===== src/rtl/score_display_scan_if.sv =====
// Score display bus: four BCD score digits with load strobe in, scan pins out.
// master drives the digits and reads the pins; slave is the display driver.
interface score_display_scan_if;
    logic [3:0] p1_tens;
    logic [3:0] p1_ones;
    logic [3:0] p2_tens;
    logic [3:0] p2_ones;
    logic       score_load;
    logic [3:0] an;
    logic [6:0] seg;
    logic       dp;
    logic       frame_loaded;

    modport master (
        output p1_tens, p1_ones, p2_tens, p2_ones, score_load,
        input  an, seg, dp, frame_loaded
    );

    modport slave (
        input  p1_tens, p1_ones, p2_tens, p2_ones, score_load,
        output an, seg, dp, frame_loaded
    );
endinterface


===== src/rtl/score_display_scan.sv =====
// Four-digit multiplexed seven-segment driver for the two-player score.
// Digits are double-buffered (staging -> display) and swapped only at the
// frame boundary, so a score update never tears mid-scan.
// Optional macro LEADING_ZERO_BLANK_EN: blank tens digits that are 0.
module score_display_scan #(
    parameter int unsigned REFRESH_DIV = 100000,
    parameter int unsigned BLANK_CYC   = 16
) (
    input logic                 clk,
    input logic                 rst_n,
    score_display_scan_if.slave bus
);
    localparam int unsigned CW = (REFRESH_DIV > 1) ? $clog2(REFRESH_DIV) : 1;
    localparam logic [CW-1:0] CNT_LAST    = CW'(REFRESH_DIV - 1);
    localparam logic [CW-1:0] BLANK_LIMIT = CW'(BLANK_CYC);

    typedef enum logic [1:0] {
        SLOT_P1_TENS = 2'd0,
        SLOT_P1_ONES = 2'd1,
        SLOT_P2_TENS = 2'd2,
        SLOT_P2_ONES = 2'd3
    } slot_t;

    logic [CW-1:0] cnt;
    slot_t         slot;
    logic [15:0]   stage;
    logic [15:0]   disp;
    logic          pend;
    logic          fresh;

    logic [3:0]    sel_an;
    logic [3:0]    sel_digit;
    logic          sel_tens;
    logic          blank;
    logic [3:0]    nxt_an;
    logic [6:0]    nxt_seg;
    logic          nxt_dp;
    logic          boundary;
    logic [15:0]   in_digits;

    function automatic logic [6:0] seg_decode(input logic [3:0] d);
        case (d)
            4'd0:    seg_decode = 7'h40;
            4'd1:    seg_decode = 7'h79;
            4'd2:    seg_decode = 7'h24;
            4'd3:    seg_decode = 7'h30;
            4'd4:    seg_decode = 7'h19;
            4'd5:    seg_decode = 7'h12;
            4'd6:    seg_decode = 7'h02;
            4'd7:    seg_decode = 7'h78;
            4'd8:    seg_decode = 7'h00;
            4'd9:    seg_decode = 7'h10;
            default: seg_decode = 7'h3F;
        endcase
    endfunction

    // Next pin values derived from the current scan state and display digits.
    always_comb begin
        sel_an    = 4'b0111;
        sel_digit = disp[15:12];
        sel_tens  = 1'b1;
        case (slot)
            SLOT_P1_TENS: begin sel_an = 4'b0111; sel_digit = disp[15:12]; sel_tens = 1'b1; end
            SLOT_P1_ONES: begin sel_an = 4'b1011; sel_digit = disp[11:8];  sel_tens = 1'b0; end
            SLOT_P2_TENS: begin sel_an = 4'b1101; sel_digit = disp[7:4];   sel_tens = 1'b1; end
            SLOT_P2_ONES: begin sel_an = 4'b1110; sel_digit = disp[3:0];   sel_tens = 1'b0; end
            default:      begin sel_an = 4'b1111; sel_digit = 4'd0;        sel_tens = 1'b0; end
        endcase
        blank    = (cnt < BLANK_LIMIT);
        boundary = (cnt == CNT_LAST) && (slot == SLOT_P2_ONES);
        in_digits = {bus.p1_tens, bus.p1_ones, bus.p2_tens, bus.p2_ones};
        nxt_an   = blank ? 4'b1111 : sel_an;
        nxt_dp   = !(!blank && (slot == SLOT_P1_ONES));
        if (blank) begin
            nxt_seg = 7'h7F;
        end else begin
            nxt_seg = seg_decode(sel_digit);
`ifdef LEADING_ZERO_BLANK_EN
            if (sel_tens && (sel_digit == 4'd0)) begin
                nxt_seg = 7'h7F;
            end
`else
            if (sel_tens && (sel_digit == 4'd0)) begin
                nxt_seg = 7'h40;
            end
`endif
        end
    end

    // Scan counters, double-buffered digit registers and registered pins.
    always_ff @(posedge clk or negedge rst_n) begin
        if (!rst_n) begin
            cnt              <= '0;
            slot             <= SLOT_P1_TENS;
            stage            <= '0;
            disp             <= '0;
            pend             <= 1'b0;
            fresh            <= 1'b0;
            bus.an           <= 4'hF;
            bus.seg          <= 7'h7F;
            bus.dp           <= 1'b1;
            bus.frame_loaded <= 1'b0;
        end else begin
            if (cnt == CNT_LAST) begin
                cnt  <= '0;
                slot <= slot_t'(slot + 2'd1);
            end else begin
                cnt <= cnt + 1'b1;
            end

            // A load on the boundary edge bypasses staging so it lands this frame.
            if (boundary) begin
                if (bus.score_load) begin
                    disp  <= in_digits;
                    pend  <= 1'b0;
                    fresh <= 1'b1;
                end else if (pend) begin
                    disp  <= stage;
                    pend  <= 1'b0;
                    fresh <= 1'b1;
                end else begin
                    fresh <= 1'b0;
                end
            end else begin
                fresh <= 1'b0;
                if (bus.score_load) begin
                    stage <= in_digits;
                    pend  <= 1'b1;
                end
            end

            bus.an           <= nxt_an;
            bus.seg          <= nxt_seg;
            bus.dp           <= nxt_dp;
            bus.frame_loaded <= fresh;
        end
    end
endmodule

===== src/flat_wrapper.sv =====
// flat-port wrapper written by rule: the top's interface ports become plain ports
module score_display_scan_flat 
#(
    parameter int unsigned REFRESH_DIV = 100000,
    parameter int unsigned BLANK_CYC   = 16
)
  (clk, rst_n, bus_p1_tens, bus_p1_ones, bus_p2_tens, bus_p2_ones, bus_score_load, bus_an, bus_seg, bus_dp, bus_frame_loaded);
  score_display_scan_if bus_i ();
  input logic clk;
  input logic rst_n;
  input wire logic [$bits(bus_i.p1_tens)-1:0] bus_p1_tens;
  input wire logic [$bits(bus_i.p1_ones)-1:0] bus_p1_ones;
  input wire logic [$bits(bus_i.p2_tens)-1:0] bus_p2_tens;
  input wire logic [$bits(bus_i.p2_ones)-1:0] bus_p2_ones;
  input wire logic [$bits(bus_i.score_load)-1:0] bus_score_load;
  output wire logic [$bits(bus_i.an)-1:0] bus_an;
  output wire logic [$bits(bus_i.seg)-1:0] bus_seg;
  output wire logic [$bits(bus_i.dp)-1:0] bus_dp;
  output wire logic [$bits(bus_i.frame_loaded)-1:0] bus_frame_loaded;
  assign bus_i.p1_tens = bus_p1_tens;
  assign bus_i.p1_ones = bus_p1_ones;
  assign bus_i.p2_tens = bus_p2_tens;
  assign bus_i.p2_ones = bus_p2_ones;
  assign bus_i.score_load = bus_score_load;
  assign bus_an = bus_i.an;
  assign bus_seg = bus_i.seg;
  assign bus_dp = bus_i.dp;
  assign bus_frame_loaded = bus_i.frame_loaded;
  score_display_scan #(.REFRESH_DIV(REFRESH_DIV), .BLANK_CYC(BLANK_CYC)) u_core (.clk(clk), .rst_n(rst_n), .bus(bus_i));
endmodule

===== config.mk =====
export PLATFORM = sky130hd
export DESIGN_NAME = score_display_scan_flat
export DESIGN_NICKNAME = d
export VERILOG_FILES = /design/src/rtl/score_display_scan_if.sv /design/src/rtl/score_display_scan.sv /design/src/flat_wrapper.sv
export SDC_FILE = /design/constraint.sdc
export NUM_CORES = 1
export LEC_CHECK = 0
export BUFFER_PORTS_ARGS = -buffer_cell sky130_fd_sc_hd__buf_2
export CAP_MARGIN = 40
export CORE_AREA = 2 2 109 111
export CTS_CLUSTER_DIAMETER = 30
export DETAILED_ROUTE_END_ITERATION = 10
export DIE_AREA = 0 0 111 113
export SLEW_MARGIN = 0
export SYNTH_ARGS = -nofsm -noshare
export SYNTH_HDL_FRONTEND = slang
export SYNTH_SLANG_ARGS = --single-unit

===== constraint.sdc =====
create_clock -name clk -period 3.8 [get_ports clk]
set_clock_uncertainty 0.2 [all_clocks]
set_input_delay 0.57 -clock clk [delete_from_list [all_inputs] [get_ports clk]]
set_output_delay 0.57 -clock clk [all_outputs]
set_load 0.01 [all_outputs]

After elaboration in Yosys (flattened, before gate mapping)
Memory sizes are Yosys's and may differ from the RTL's. Cells that the tools add are included.

Input port bits: 19. Latch bits: 0. Memories: 1. Output and inout bits: 13. Memory bits (read-only): 112. Word-level logic and storage cells: 46. Bits in writable memories: 0. Register bits: 66.

Shift-type cells: 0. Multiplexer cells: 14. $mul: 0. Eq/ne operators: 4. Bitwise gates (word level): 1. $add $sub $neg: 2. Order comparisons: 1. Divide/modulo/power cells: 0. Reductions and logical operators: 13.

Memory list: (name not given) (depth 16, width 7, read ports 1, clocked after Yosys merged registers in 0, write ports 0, line score_display_scan.sv:42) `case (d)`.

Operators with widths (number): two-way mux 16 bit (2); one-hot mux 4 bit (4 select lines) (2); adder 17 x 1 -> 17 bit, second input constant (1); == test 17 bit, second input constant (1); less-than comparator 17 x 5 -> 1 bit, second input constant (1); two-way mux 17 bit (1); two-way mux 7 bit (2); two-way mux 1 bit (5); == test 2 bit, second input constant (2); zero test 4 bit (1); two-way mux 4 bit (1); AND reduction 2 bit (2); nonzero test 2 bit (2); OR reduction 2 bit (2); logical AND 1 bit (3); adder 2 x 1 -> 2 bit, second input constant (1); == test 2 x 1 -> 1 bit, second input constant (1); zero test 1 bit (2); zero test 2 bit (1); one-hot mux 1 bit (2 select lines) (1); NOT 1 bit (1).

Longest topological paths before layout
Depth in word-level cells: 6. Depth in mapped cells: 10. Mapped depth without buffers: 10.

Worst setup path before layout
No wires, ideal clock.

Path type: reg-to-reg. From: register u_core.slot[0]. To: register u_core.bus.seg[3]. Setup slack: 1.138 ns. Setup time: 0.096 ns. Data required time: 3.504 ns. Path buffers: 1. Data arrival time: 2.367 ns. Stages on the path, launching flop included: 11. Cells stage by stage: dfrtp_1 ha_1 clkbuf_1 a222oi_1 mux2i_1 inv_1 ha_1 or3b_2 and2_0 mux2i_1 a32oi_1.

Word-level cells in the longest chain between the ends: 6. Elaborated cells between the ends (all ways): 13.

RTL lines: start: declaration (line score_display_scan.sv:25) `slot_t slot;`; start signal: assignment (line score_display_scan.sv:106) `slot <= slot_t'(slot + 2'd1);`; branches (longest 4 deep; another with memory read (16 x 7 bit)); two-way mux 7 bit * (line score_display_scan.sv:83) `if (sel_tens && (sel_digit == 4'd0)) begin`; two-way mux 7 bit * (line score_display_scan.sv:74) `if (blank) begin`; named net u_core.nxt_seg[3] (line score_display_scan.sv:36) `logic [6:0] nxt_seg;`; end signal: assignment (line score_display_scan.sv:133) `bus.seg <= nxt_seg;`; end: declaration (line score_display_scan_if.sv:21) `output an, seg, dp, frame_loaded`.

Mark *: on every way through the listed nets, which the timed path passes. A chain may end at the register's enable or synchronous reset.

Final worst setup path
From: register u_core.slot[0]. To: register u_core.bus.seg[0].

The elaborated chain is that of the path after synthesis.

==> summary.txt <==
CTS
  – Bufs on Longest Clock Path: 2
  – Cells resized by post-CTS repair: 0
  – Worst skew pair latency: 0.33 ns
  – CTS tree: built
  – Clk sinks: between 60 and 70
  – Clock-pin transition on the worst setup and hold timing paths: 0.05 ns
  – Root buf cell: clkbuf_16
  – Hold_buf cts: 0
  – CTS buffer count: 9
  – H-tree depth: 3
  – Post-CTS Setup Bufs: 0

Global route
  – Vias in the first global route: around 2600
  – GR Util All Layers: 12.6%
  – Largest net degree at the start of global routing: 66
  – First-pass GRT wire length: approximately 13 mm
  – Gr ovfl total: 0
  – Antenna violations before repair: 0

STA
  – Fin. Hold Viols: 0
  – Min Tclk post-route: approximately 3.1 ns
  – Hold Worst Slack: around 0.15 ns
  – Final WS setup: 0.742 ns
  – Crit share post-route: 80.5%
  – Slew of the pin with the lowest slew margin: approximately 0.8 ns
  – Final setup fails: 0
  – RSZ-0062 raised after global routing: false
  – Total negative slack: 0 ns
  – Worst slew margin: a little under half
  – Final Max Tran Viols: 0
  – Max Fclk: about 0.33 GHz

Synth
  – Distinct cells, synth: between 40 and 50
  – Post-Synth Simple-Gate Area: 15.2%
  – Post-synthesis sequential area ratio: between 40 and 50%
  – Area contributors post-synth: dfrtp_1 (41%), dfstp_2 (8.7%), mux2_2 (5.7%)
  – Post-synthesis adder-cell area fraction: 4.13%
  – Post-synth top area share: 40.5%
  – Seq cells post-synth: between 60 and 70
  – Post-Syn Area per Cell: between 10 and 15 µm²
  – Synth Flop Type: dfrtp_1
  – Cells after Synth: just over 300
  – Main combinational cell family by area after synthesis: simple AND/OR/NAND/NOR gates
  – Cell taking the most area after synthesis: dfrtp_1
  – Ys async rst share: 100%
  – Yosys Warn Count: 0
  – Post-synthesis mux area share: 6.94%
  – Synthesized cell area: roughly 3300 µm²
  – Xor/xnor share of the synthesized area: between 3 and 4%
  – Syn_nets: ~330
  – Post-synthesis compound-gate area fraction: 14.3%
  – Number of flops mapped to enable cells by yosys: 0

Routing
  – Via density: between 5 and 6
  – Antenna Nets Post-Route: 0
  – Routed WL: ~7.3 mm
  – Initial DRC count: between 150 and 200
  – TritonRoute pass-1 iters: 6
  – Drt drc: 0
  – Vias post-DR: ~2400
  – WL per Instance: about 15 µm

Die
  – Die Area: between 10000 and 15000 µm²
  – Rows: 39
  – Die W: between 100 and 150 µm
  – Core area: between 10000 and 15000 µm²
  – Die H: 113 µm
  – Initial Util: roughly 30%
  – I/O pin total: 32

Placement
  – Dpl hpwl: about 5.0 mm
  – RePlAce Congestion: approximately 0.76
  – Number of buffers added on ports: 31
  – Setup slack at placement: between 0.7 and 0.8 ns

Worst setup path
  – CP Max Fanout: 8
  – Critical path arrival: between 3 and 4 ns
  – Crit path required time: around 3.8 ns
  – Worst setup SP type: flop
  – Worst Path Class, Setup: flop to flop
  – Critical Path End Type: flop

Layout
  – Share of cells above drive strength 1: 28.4%
  – Final core occ: roughly a third
  – Synthesis-to-finish area growth: 17.3%
  – # diodes: 0
  – Final net count: 356

Power and ir drop
  – P_int: between 1 and 1.5 mW
  – Seq pwr share: between 40% and 50%
  – Sw frac: ~22%
  – Pleak: approximately 1.7 nW
  – Clock power share: about half
  – P per Cell Area: 460 nW/µm²
  – VDD IR max: ~0.17 mV
  – Sw power: just under 400 µW
  – Logic pwr share: between 7 and 8%

Run
  – Max-cap violations: 0

Worst hold path
  – Hold WC Path Type: flop to flop

Run status
  – Outcome: finished clean
-- sequential cells by signal, indices dropped and copies added, names as in the netlist --
| register | flops |
|---|---|
| u_core.cnt | 17 |
| u_core.fresh | 1 |
| u_core.bus.frame_loaded | 1 |
| u_core.slot | 2 |
| u_core.stage | 16 |
| u_core.bus.seg | 7 |
| u_core.pend | 1 |
| u_core.bus.an | 4 |
| u_core.disp | 16 |
-- layout make-up --
type | instances | area, µm²
tap | 143 | 179
multi-input combinational | 188 | 1480
sequential | 65 | 1640
fill | 1089 | 7360
clock inverter | 5 | 77.6
inverter | 28 | 105
timing repair buffer | 34 | 178
clock buffer | 11 | 253
-- per-layer routing --
metal,track usage [%],vias up,routed length [µm]
met5,0,-,0
met4,7.25,0,155
met3,2.20,16,349
met2,19.5,68,3380
met1,16.8,1177,3390
li1,-,1162,-
-- cells by family (layout without fill, tap and decap cells) --
logic type | Yosys count | in the layout
XOR/XNOR | 14 | 14
adder cells (fa/ha/maj) | 11 | 11
flip-flops | 65 | 65
multiplexers | 21 | 21
AO/OA/AOI/OAI | 57 | 57
buffers and inverters | 49 | 78
AND/OR/NAND/NOR | 85 | 85
-- per-stage QoR --
| stage | area, µm² | power (mW) | std cells |
|---|---|---|---|
| finish | 3910 | 1.80 | 474 |
| global route | 3910 | 1.87 | 474 |
| CTS | 3910 | 1.82 | 474 |
| detailed placement | 3580 | 0.905 | 458 |
| global placement | 3580 | 0.902 | 458 |
| floorplan | 3330 | 0.847 | 302 |
-- cell usage after synthesis (all sizes together), types with 8 or more instances --
| cell | number |
|---|---|
| a221o | 15 |
| inv | 27 |
| o41ai | 15 |
| dfrtp | 54 |
| xnor2 | 8 |
| nand2 | 11 |
| clkbuf | 15 |
| mux2 | 17 |
| or3b | 14 |
| nand3 | 8 |
| nor2 | 15 |
| dfstp | 11 |
| ha | 11 |
-- cells in the final DEF (no fill, tap or decap), types with 6 or more instances in the layout --
cell type  netlist  final
nand3_1          8      8
xnor2_1          8      8
o41ai_1         15     15
nor2b_1          6      6
clkbuf_16        0      9
nand4_1          6      6
inv_1           27     27
dfstp_2         11     11
mux2_2          17     17
nand2_1         11     11
a221o_1         15     15
dfrtp_1         54     54
xor2_1           6      6
a21oi_1          6      6
or3b_2          14     14
buf_2            1     31
nor2_1          15     15
ha_1            11     11
-- final timing paths --
path | start | to | slack (ns) | cells past startpoint
max | u_core.slot[0]$_DFFE_PN0N_ | u_core.bus.seg[0]$_DFF_PN1_ | 0.74 | 10
min | u_core.fresh$_DFF_PN0_ | u_core.bus.frame_loaded$_DFF_PN0_ | 0.15 | 0
max reg2reg | u_core.slot[0]$_DFFE_PN0N_ | u_core.bus.seg[0]$_DFF_PN1_ | 0.74 | 10
min reg2reg | u_core.fresh$_DFF_PN0_ | u_core.bus.frame_loaded$_DFF_PN0_ | 0.15 | 0
max in group asynchronous | rst_n | u_core.disp[7]$_DFFE_PN0P_ | 2.66 | 2
min in group asynchronous | rst_n | u_core.disp[6]$_DFFE_PN0P_ | 0.21 | 2
-- power by group through the flow --
stage	sequential [mW]	clock, mW	combinational, mW
after floorplan	0.773	0	0.0739
after global placement	0.775	0	0.127
after detailed placement	0.775	0	0.130
after CTS	0.764	0.927	0.131
after global routing	0.768	0.958	0.147
final	0.764	0.908	0.128
-- worst max-delay path, stage by stage, from the launching register on --
cell      delay, ns
dfrtp_1        0.38
inv_1          0.09
ha_1           0.27
a222oi_1       0.40
mux2i_1        0.31
inv_1          0.18
ha_1           0.17
or3b_2         0.50
and2_0         0.18
mux2i_1        0.19
a32oi_1        0.08
Power figures use the tool's default switching activity.
